**config.mk**
```make
export PLATFORM = sky130hd
export DESIGN_NAME = if_prefetch_queue
export DESIGN_NICKNAME = d
export VERILOG_FILES = /design/src/rtl/if_prefetch_queue.sv
export SDC_FILE = /design/constraint.sdc
export NUM_CORES = 1
export LEC_CHECK = 0
export BUFFER_PORTS_ARGS = -buffer_cell sky130_fd_sc_hd__buf_2
export CORE_MARGIN = 1
export CORE_UTILIZATION = 50
export DETAILED_ROUTE_END_ITERATION = 10
export GPL_TIMING_DRIVEN = 1
export MAX_ROUTING_LAYER = met4
export PLACE_DENSITY = 0.7
export SLEW_MARGIN = 5
export SYNTH_ARGS = -nofsm -noshare
export SYNTH_HDL_FRONTEND = slang
export SYNTH_SLANG_ARGS = --single-unit
```
**constraint.sdc**
```tcl
create_clock -name clk -period 6.03 [get_ports clk]
set_clock_uncertainty 0.15 [all_clocks]
set_input_delay 0.3015 -clock clk [delete_from_list [all_inputs] [get_ports clk]]
set_output_delay 0.3015 -clock clk [all_outputs]
set_load 0.01 [all_outputs]
```
**src/rtl/if_prefetch_queue.sv**
```systemverilog
// if_prefetch_queue: instruction fetch front end buffering fetched instructions in a DEPTH-entry FIFO.
// Define IF_ACK_BYPASS_EN to hand an ack straight to decode when the FIFO is empty.
module if_prefetch_queue #(
    parameter int XLEN = 32,
    parameter int DEPTH = 4,
    parameter logic [XLEN-1:0] RESET_PC = '0
) (
    input  logic                    clk,
    input  logic                    rst_n,
    output logic                    o_Imem_stb,
    output logic [XLEN-1:0]         o_Iaddr,
    input  logic                    i_Imem_ack,
    input  logic [31:0]             i_Inst,
    input  logic                    i_Redirect,
    input  logic [XLEN-1:0]         i_Target,
    input  logic                    i_Stall,
    output logic                    o_ValidD,
    output logic [31:0]             o_InstrD,
    output logic [XLEN-1:0]         o_PcD,
    output logic [$clog2(DEPTH):0]  o_Count
);
    localparam int AW = $clog2(DEPTH);
    localparam logic [AW:0] FULL = (AW+1)'(DEPTH);
    localparam logic [31:0] NOP = 32'h0000_0013;
    typedef enum logic [1:0] {IDLE, REQ, DRAIN} state_t;
    state_t state;
    logic [XLEN-1:0] fetch_pc, drain_addr;
    logic [XLEN-1:0] pc_mem [DEPTH];
    logic [31:0] inst_mem [DEPTH];
    logic [AW-1:0] rd_ptr, wr_ptr;
    logic [AW:0] count, next_count;
    logic take, bypass, push, pop;
    assign take = state == REQ && i_Imem_ack && !i_Redirect;
`ifdef IF_ACK_BYPASS_EN
    assign bypass = take && count == '0;
`else
    assign bypass = 1'b0;
`endif
    // A bypassed instruction consumed by decode never enters the FIFO.
    assign push = take && !(bypass && !i_Stall);
    assign pop = count != '0 && !i_Stall && !i_Redirect;
    assign next_count = count + {{AW{1'b0}}, push} - {{AW{1'b0}}, pop};
    assign o_Imem_stb = state != IDLE;
    assign o_Iaddr = state == DRAIN ? drain_addr : fetch_pc;
    assign o_Count = count;
    assign o_ValidD = count != '0 || bypass;
    assign o_InstrD = count != '0 ? inst_mem[rd_ptr] : bypass ? i_Inst : NOP;
    assign o_PcD = count != '0 ? pc_mem[rd_ptr] : bypass ? fetch_pc : '0;
    always_ff @(posedge clk) begin
        if (push) begin
            pc_mem[wr_ptr] <= fetch_pc;
            inst_mem[wr_ptr] <= i_Inst;
        end
    end
    always_ff @(posedge clk or negedge rst_n) begin
        if (!rst_n) begin
            state <= IDLE;
            fetch_pc <= RESET_PC;
            drain_addr <= '0;
            rd_ptr <= '0;
            wr_ptr <= '0;
            count <= '0;
        end else if (i_Redirect) begin
            fetch_pc <= i_Target & ~XLEN'(3);
            rd_ptr <= '0;
            wr_ptr <= '0;
            count <= '0;
            // An unacked request must still be drained; its address stays on the bus.
            if (state == REQ && !i_Imem_ack) begin
                state <= DRAIN;
                drain_addr <= fetch_pc;
            end else if (i_Imem_ack) begin
                state <= IDLE;
            end
        end else begin
            if (push)
                wr_ptr <= wr_ptr + AW'(1);
            if (pop)
                rd_ptr <= rd_ptr + AW'(1);
            count <= next_count;
            if (take)
                fetch_pc <= fetch_pc + XLEN'(4);
            case (state)
                IDLE: if (count < FULL) state <= REQ;
                REQ: if (take && next_count >= FULL) state <= IDLE;
                default: if (i_Imem_ack) state <= IDLE;
            endcase
        end
    end
endmodule

```
* Yosys cells after proc, flatten, opt, wreduce, memory -nomap -nowiden
Memory sizes are Yosys's and may differ from the RTL's.
Cells that the tools add are included.
** Storage, ports and cells
- Flip-flop bits (word level) :: 73
- Memories kept :: 2
- RAM bits :: 256
- Logic and storage cells :: 53
** Memory list
- inst_mem :: depth 4, width 32, read ports 1, clocked after memory_dff 0, wr ports 1, line 29 : logic [31:0] inst_mem [DEPTH];
- pc_mem :: depth 4, width 32, read ports 1, clocked after memory_dff 0, wr ports 1, line 28 : logic [XLEN-1:0] pc_mem [DEPTH];
** Cells by class
- Reductions and logical operators :: 16
- Magnitude comparators :: 2
- Equal/unequal tests :: 4
- Muxes and demuxes :: 18
- Add/sub/neg operators :: 5
** Operators with widths (number)
- $mux 32 :: 5
- $add 32x3->32 const B :: 1
- $mux 2 :: 9
- $logic_and 1x1->1 :: 6
- $reduce_bool 2->1 :: 3
- $add 2x1->2 const B :: 2
- $pmux 2 s2 :: 1
- $reduce_and 2->1 :: 2
- $add 3x1->3 :: 1
- $ge 3x3->1 const B :: 1
- $logic_not 1->1 :: 3
- $lt 3x3->1 const B :: 1
- $mux 3 :: 1
- $ne 3x2->1 const B :: 1
- $ne 3x3->1 const B :: 1
- $reduce_bool 3->1 :: 1
- $sub 3x1->3 :: 1
- $eq 2x1->1 const B :: 1
- $eq 2x2->1 const B :: 1
- $logic_not 2->1 :: 1
- $mux 1 :: 2

* Logic depth before layout (Yosys ltp)
Gate-level depths: netlist of the first run.
- Depth after elaboration :: 10
- Mapped depth :: 13

* Worst setup path after synthesis of the first run
No wires, ideal clock.
- Kind :: reg-to-reg
- From :: register state[1]
- To :: memory inst_mem[0][0], enable pin
- Data arrival time :: 2.472 ns
- Cell stages (with the launch flop) :: 4
- Clock period less this slack :: 3.049 ns
- Setup time :: 0.427 ns
- Required time :: 5.453 ns
- Path slack :: 2.981 ns
- Path through :: dfrtp_1 > and3b_1 > clkbuf_1 > and3_1
** Between the ends
- Word-level cells in the longest chain between the ends :: 5
** Ends and longest elaborated chain
- start: declaration :: line 26 : state_t state;
- start signal: assignment :: line 57 : state <= IDLE;
- start signal: assignment :: line 70 : state <= DRAIN;
- start signal: assignment :: line 73 : state <= IDLE;
- $eq 2x1->1 :: line 33 : assign take = state == REQ && i_Imem_ack && !i_Redirect;
- $logic_and 1x1->1 (2 in a row) :: line 33
- $mux 1 :: line 50 : if (push) begin
- $mux 1 (not written as such) :: line 52 : inst_mem[wr_ptr] <= i_Inst;
- end: declaration :: line 29
No other way between the ends.

* Worst setup path in the final report of the first run
- From :: register rd_ptr[0]
- To :: output port o_InstrD[4]
** Between the ends
- Word-level cells in the longest chain between the ends :: 2
** Ends and longest elaborated chain
- start: declaration :: line 30 : logic [AW-1:0] rd_ptr, wr_ptr;
- start signal: assignment :: line 79 : rd_ptr <= rd_ptr + AW'(1);
- $mem_v2 4x32
- $mux 32 :: line 47 : assign o_InstrD = count != '0 ? inst_mem[rd_ptr] : bypass ? i_Inst : NOP;
- end: declaration :: line 18 : output logic [31:0] o_InstrD,
No other way between the ends.

==> impl_metrics.env, run 1 <==
export IMPL_cts_buffer_depth=3
export IMPL_synth_ff_type="edfxtp_1"
export IMPL_first_global_vias=7461
export IMPL_ys_warnings_count=0
export IMPL_p_per_area_mw_per_mm2=393
export IMPL_critPathCaptureType="output port"
export IMPL_cts_sinks=317
export IMPL_holdPathStages=4
export IMPL_synth_edf_count=248
export IMPL_yosys_area_top_type_share_pct=56.6
export IMPL_avgSynthCellArea_um2=17.1
export IMPL_dieHeight_um=164
export IMPL_period_needed_ns=3.49
export IMPL_yosysSeqAreaShare_pct=69.7
export IMPL_clock_root_buffer="clkbuf_16"
export IMPL_die_w_um=164
export IMPL_place_ws_ns=2.39
export IMPL_nets=1079
export IMPL_layout_commonest_cell="edfxtp_1"
export IMPL_cpMaxStageDelayCell="dfrtp_4"
export IMPL_whs_ns=0.0566
export IMPL_row_count=59
export IMPL_cts_buffers=34
export IMPL_fin_ws_ns=2.54
export IMPL_hpwl_um=15600
export IMPL_grt_pass1_wl_um=40300
export IMPL_crit_chain="buf_4 > mux4_2 > or2_2 > buf_2"
export IMPL_slowest_delay_ns=0.89
export IMPL_required_ns=5.58
export IMPL_drc=0
export IMPL_ant_nets=0
export IMPL_ioPinCount=170
export IMPL_rsz0062_at_grt="false"
export IMPL_worstMarginPinSlew_ns=0.999
export IMPL_startpoint_type="flip-flop"
export IMPL_grt_use_total_pct=20.3
export IMPL_die_area_mm2=0.0270
export IMPL_firstDrtPassIters=4
export IMPL_ys_ff_latch=317
export IMPL_cts_tree="built"
export IMPL_netlist_instances=771
export IMPL_grt_max_degree=70
export IMPL_setup_viol=0
export IMPL_worstRegToRegCells=12
export IMPL_clk_pin_slew_ns=0.06
export IMPL_wire_per_inst_um=19.1
export IMPL_status="finished clean"
export IMPL_num_vias=7453
export IMPL_syn_cell_area_mm2=0.0132
export IMPL_fin_tns_setup_ns=0
export IMPL_critPathKind="reg2out"
export IMPL_drive_gt1_share_pct=35.0
export IMPL_hold_viol=0
export IMPL_cellLeakagePower_nw=5.74
export IMPL_synthTopCellsByArea="edfxtp_1 57%, dfrtp_1 13%, mux4_2 11%"
export IMPL_dr_first_iter_drc_count=498
export IMPL_vias_per_cell=5.48
export IMPL_maxSlewHeadroom_pct=33.4
export IMPL_yosysUniqueCellTypes=48
export IMPL_antennaDiodeCount=0
export IMPL_fillers=1915
export IMPL_core_mm2=0.0259
export IMPL_start_util_pct=50.8
export IMPL_post_cts_buffers=0
export IMPL_fin_util_pct=61.8
export IMPL_place_congestion=0.779
export IMPL_layout_common_cells="248 x edfxtp_1, 163 x buf_2, 67 x dfrtp_1"
export IMPL_drv_slew=0
export IMPL_wirelength_um=25900
export IMPL_h_tree_depth=2
export IMPL_clock_fmax_ghz=0.287
export IMPL_timing_final_crit_share_pct=57.8
export IMPL_clkLatencyLatePin_ns=0.51
export IMPL_maxCapViolations=0
export IMPL_area_growth_pct=21.7
export IMPL_ir_worst_vdd_uv=323
export IMPL_power_mw=6.29
export IMPL_async_reset_ff_share_pct=21.8
export IMPL_hp_class="in2reg"
export IMPL_cp_arrival_ns=3.04
export IMPL_overflow=0
export IMPL_portBuffers=163
export IMPL_crit_fanout=38
export IMPL_synth_top_cell_by_area="edfxtp_1"
export IMPL_antenna_found_initial=0
==> critical path: cells and delay by family, from the launching register on <==
kind	cells	cell delay [ns]
muxes	1	0.57
and+or+nand+nor	1	0.28
buffers and inverters	2	0.73
DFF	1	0.89
==> metrics by stage <==
stage          cell area (um2)  std cells
6_report                 16000       1361
5_1_grt                  16000       1361
4_1_cts                  16000       1361
3_5_place_dp             14300       1237
3_3_place_gp             14300       1237
2_1_floorplan            13200        774
==> path summary, 6_finish.rpt <==
path                                            startpoint                         end  slack (ns)
worst max-delay path                 rd_ptr[0]$_DFFE_PN0P_                 o_InstrD[4]        2.54
worst min-delay path                            i_Imem_ack        state[0]$_DFFE_PN0P_        0.06
worst max register to register        o_Count[2]$_DFF_PN0_        state[0]$_DFFE_PN0P_        2.86
worst min register to register  drain_addr[12]$_DFFE_PN0P_  drain_addr[12]$_DFFE_PN0P_        0.35
max in group asynchronous                            rst_n       rd_ptr[0]$_DFFE_PN0P_        4.66
min in group asynchronous                            rst_n     fetch_pc[5]$_DFFE_PN0N_        0.39
==> cells in the mapped netlist, types with 2 or more instances <==
master    count
buf_4         4
nor3_1        7
buf_2         5
a21oi_1       3
mux4_2       62
buf_6         2
clkbuf_1     33
and3_1        5
buf_1         2
xnor2_1      15
nand2_1      38
or4_1        11
dfrtp_1      69
nor4_1        8
edfxtp_1    248
or2_2         9
mux2_2       54
nand4_1       8
o21ai_0      22
o41ai_1       2
or3_1         3
xor2_1        2
inv_1        13
nand3_1      12
nor2b_1      61
nor2_1       23
a31oi_1      13
o31ai_1      10
or4b_1        2
ha_1          7
==> registers in the layout, summed over array words and instances, names as in the netlist <==
register,cells
drain_addr,30
o_Count,3
inst_mem,128
pc_mem,120
fetch_pc,30
wr_ptr,2
state,2
rd_ptr,2
==> kinds of logic after synthesis <==
family	synth area share (%)
and+or+nand+nor	8.51
DFF	69.7
buffers and inverters	1.96
xor gates and xnor gates	1.13
adders and majority gates	0.818
muxes	15.3
AOI/OAI and AO/OA	2.53
other	0.0285
==> where the power goes <==
group	total, mW	switching [mW]	internal, mW
Clock	1.99	0.800	1.19
Combinational	1.51	0.744	0.764
Sequential	2.79	0.210	2.58
==> what timing repair did <==
item	in CTS	in global routing
endpoints found under the hold margin	228	0
hold buffers	64	0
resized for setup	0	0
==> per-layer routing <==
layer / wire, um / GRT usage, % / vias up
met1: 11500 / 27.5 / 3739
met5: 0 / - / -
met2: 12400 / 31.9 / 243
li1: - / - / 3442
met4: 337 / 5.43 / 0
met3: 1680 / 3.56 / 29
==> layout make-up <==
type	count	area, um2	share of cell area (%)
flip-flops and latches	317	9180	57.3
repair buffers	238	1540	9.61
inverters	13	48.8	0.305
well taps	335	419	2.62
clock inverters	20	183	1.14
multi-input cells	398	3750	23.4
clock buffers	40	895	5.59
Power figures use the tool's default switching activity.
==> run 2, diff against run 1 <==
--- a/config.mk
+++ b/config.mk
@@ -5,13 +5,14 @@
 export SDC_FILE = /design/constraint.sdc
 export NUM_CORES = 1
 export LEC_CHECK = 0
+export ABC_AREA = 1
 export BUFFER_PORTS_ARGS = -buffer_cell sky130_fd_sc_hd__buf_2
 export CORE_MARGIN = 1
 export CORE_UTILIZATION = 50
 export DETAILED_ROUTE_END_ITERATION = 10
 export GPL_TIMING_DRIVEN = 1
 export MAX_ROUTING_LAYER = met4
-export PLACE_DENSITY = 0.7
+export PLACE_DENSITY = 0.69
 export SLEW_MARGIN = 5
 export SYNTH_ARGS = -nofsm -noshare
 export SYNTH_HDL_FRONTEND = slang
==> constraint.sdc (replaced) <==
create_clock -name clk -period 3.3 [get_ports clk]
set_clock_uncertainty 0.15 [all_clocks]
set_input_delay 0.165 -clock clk [delete_from_list [all_inputs] [get_ports clk]]
set_output_delay 0.165 -clock clk [all_outputs]
set_load 0.01 [all_outputs]
==> run 2 against run 1 <==
  * Core utilization shrank 0.096 points
  * Non-clock buffer count rose by 22
  * Register-to-register slack lost 2.1 ns
  * Global-route usage grew 3.0 points
  * Largest power group unchanged
  * Highest routed layer unchanged
==> impl_metrics.env, run 2 <==
export IMPL_yosysMostFrequentCell="nor2_1"
export IMPL_seq_area_mm2=0.00918
export IMPL_crit_chain="or2_1 > nor2_4 > buf_4 > inv_1 > o311ai_0 > buf_2"
export IMPL_maxSlewHeadroom_pct=34.5
export IMPL_netlist_instances=1311
export IMPL_dieHeight_um=168
export IMPL_hpwl_um=18800
export IMPL_cts_buffers=31
export IMPL_power_frac_seq_pct=42.8
export IMPL_grt_busiest_layer="met2"
export IMPL_clock_fmax_ghz=0.344
export IMPL_synth_edf_count=248
export IMPL_worstMarginPinSlew_ns=0.980
export IMPL_period_needed_ns=2.91
export IMPL_ant_nets=0
export IMPL_rsz0062_at_grt="false"
export IMPL_regMostFlops="inst_mem"
export IMPL_clkPwrFrac_pct=27.9
export IMPL_dpl_cell_area_mm2=0.0149
export IMPL_drive_gt1_share_pct=17.0
export IMPL_firstDrtPassIters=5
export IMPL_critPathKind="reg2out"
export IMPL_row_count=60
export IMPL_num_vias=10050
export IMPL_layout_commonest_cell="nor2_1"
export IMPL_sw_frac_of_total_pct=34.2
export IMPL_startpoint_type="flip-flop"
export IMPL_synth_ff_type="edfxtp_1"
export IMPL_p_comb_share_pct=29.3
export IMPL_use_met1_pct=32.3
export IMPL_die_area_mm2=0.0281
export IMPL_required_ns=2.98
export IMPL_layout_common_cells="328 x nor2_1, 248 x edfxtp_1, 163 x o21ai_0, 163 x buf_2, 161 x nand2_1"
export IMPL_ioPinCount=170
export IMPL_synth_top_cell_by_area="edfxtp_1"
export IMPL_largest_reg_flops=128
export IMPL_ir_worst_vdd_uv=481
export IMPL_fin_tns_setup_ns=0
export IMPL_area_growth_pct=21.2
export IMPL_fillers=2173
export IMPL_wire_per_inst_um=16.8
export IMPL_cpMaxStageDelayCell="buf_4"
export IMPL_cp_top_family="buffers and inverters"
export IMPL_nets=1613
export IMPL_start_util_pct=50.9
export IMPL_maxCapViolations=0
export IMPL_place_congestion=0.851
export IMPL_multi_input_area_mm2=0.00399
export IMPL_setup_viol=0
export IMPL_crit_fanout=60
export IMPL_drc=0
export IMPL_cellLeakagePower_nw=6.63
export IMPL_grt_pass1_wl_um=50000
export IMPL_met2_usage_pct=36.8
export IMPL_clock_root_buffer="clkbuf_16"
export IMPL_slowest_delay_ns=0.66
export IMPL_critical_path_buf_inv_count=3
export IMPL_hp_class="in2reg"
export IMPL_wirelength_um=31900
export IMPL_grt_use_total_pct=23.3
export IMPL_design_area_mm2=0.0166
export IMPL_timing_final_crit_share_pct=88.1
export IMPL_clk_pin_slew_ns=0.06
export IMPL_async_reset_ff_share_pct=21.8
export IMPL_synthTopCellsByArea="edfxtp_1 54%, dfrtp_1 13%, nor2_1 9.1%"
export IMPL_cts_tree="built"
export IMPL_ys_ff_latch=317
export IMPL_portBuffers=163
export IMPL_power_internal_mw=7.90
export IMPL_p_per_area_mw_per_mm2=722
export IMPL_whs_ns=0.0657
export IMPL_syn_cell_area_mm2=0.0137
export IMPL_die_w_um=168
export IMPL_ys_warnings_count=0
export IMPL_grt_max_degree=79
export IMPL_top_regs="inst_mem (128), pc_mem (120)"
export IMPL_globalRouteMet3Util_pct=2.98
export IMPL_dr_first_iter_drc_count=778
export IMPL_status="finished clean"
export IMPL_yosysSeqAreaShare_pct=66.8
export IMPL_clkLatencyLatePin_ns=0.56
export IMPL_hold_viol=0
export IMPL_first_global_vias=9419
export IMPL_vias_per_cell=5.28
export IMPL_critPathCaptureType="output port"
export IMPL_p_sw_mw=4.11
export IMPL_avgSynthCellArea_um2=10.5
export IMPL_yosysUniqueCellTypes=41
export IMPL_cts_sinks=317
export IMPL_h_tree_depth=1
export IMPL_synth_commonest_cells="332 x nor2_1, 248 x edfxtp_1, 163 x o21ai_0"
export IMPL_drv_slew=0
export IMPL_antenna_found_initial=0
export IMPL_core_mm2=0.0270
export IMPL_yosys_area_top_type_share_pct=54.3
export IMPL_antennaDiodeCount=0
export IMPL_cp_arrival_ns=2.59
export IMPL_overflow=0
export IMPL_cts_buffer_depth=3
export IMPL_power_mw=12.0
run 2: cell count changes in the layout (fill, tap and decap cells not counted), moves of 25 or more:
cell and delta:
mux2_2 -54, mux4_2 -62, a21oi_1 +94, nand2_1 +123
inv_1 +44, o21ai_0 +141, nor2b_1 -61, nor2_1 +305
nand3_1 +25
run 2: kinds of logic (layout without fill, tap and decap cells):
| kind of cell | after synthesis | after routing | synth area share, % |
|---|---|---|---|
| AND/OR/NAND/NOR | 566 | 566 | 17.0 |
| buffers and inverters | 134 | 381 | 4.39 |
| adder cells (fa/ha/maj) | 8 | 8 | 0.784 |
| AO/OA/AOI/OAI | 273 | 273 | 10.2 |
| flip-flops | 317 | 317 | 66.8 |
| other | 1 | 4 | 0.0273 |
| XOR/XNOR | 12 | 12 | 0.766 |
run 2: path summary, 6_finish.rpt:
kind / slack, ns / cells past startpoint / startpoint / end
max: 0.39 / 6 / o_Count[1]$_DFF_PN0_ / o_InstrD[0]
min: 0.07 / 4 / i_Redirect / fetch_pc[18]$_DFFE_PN0N_
max reg2reg: 0.74 / 13 / o_Count[1]$_DFF_PN0_ / state[0]$_DFFE_PN0P_
min reg2reg: 0.34 / 2 / drain_addr[5]$_DFFE_PN0P_ / drain_addr[5]$_DFFE_PN0P_
max in group asynchronous: 1.18 / 4 / rst_n / fetch_pc[24]$_DFFE_PN0N_
min in group asynchronous: 0.41 / 3 / rst_n / fetch_pc[21]$_DFFE_PN0N_
run 2: cell type report:
cell class / count / area share, %
Clock buffer: 45 / 5.10
Clock inverter: 13 / 0.684
Inverter: 63 / 1.43
Multi-Input combinational cell: 863 / 24.0
Sequential cell: 317 / 55.2
Tap cell: 341 / 2.56
Timing Repair Buffer: 260 / 11.0
run 2: worst register-to-register path, cell delays in order (launching register included):
cell	delay (ns)
dfrtp_1	0.42
or2_1	0.28
nor2_4	0.10
nor2_1	0.07
inv_1	0.08
nor2_1	0.05
ha_1	0.30
inv_1	0.06
ha_1	0.13
inv_1	0.04
fa_1	0.37
xor2_1	0.25
nor2_1	0.07
o22ai_1	0.11
run 2: power groups by stage:
stage / Combinational (mW) / Clock [mW] / Sequential [mW]
floorplan: 2.22 / 0 / 5.08
global placement: 3.41 / 0 / 5.20
detailed placement: 3.46 / 0 / 5.22
CTS: 3.55 / 3.41 / 5.14
global route: 3.92 / 3.57 / 5.19
finish: 3.52 / 3.35 / 5.14
run 2: layer usage:
metal / part of all wire, % / vias up
met5: 0 / -
met4: 1.9 / 0
met3: 6.4 / 41
met2: 47 / 334
met1: 45 / 4781
li1: - / 4894
run 2: stage by stage:
step                      util (%)  cells  setup WS, ns
after global placement        55.3   1767         0.822
after detailed placement      55.3   1767         0.758
final                         61.7   1902         0.391
after floorplan                  -   1314        -0.936
after global routing          61.7   1902         0.223
after CTS                     61.7   1902         0.351
run 2: what timing repair did:
item | in CTS | in global routing
resized for setup | 0 | 0
setup buffers | 0 | 0
hold buffers | 77 | 0
endpoints found under the hold margin | 200 | 0
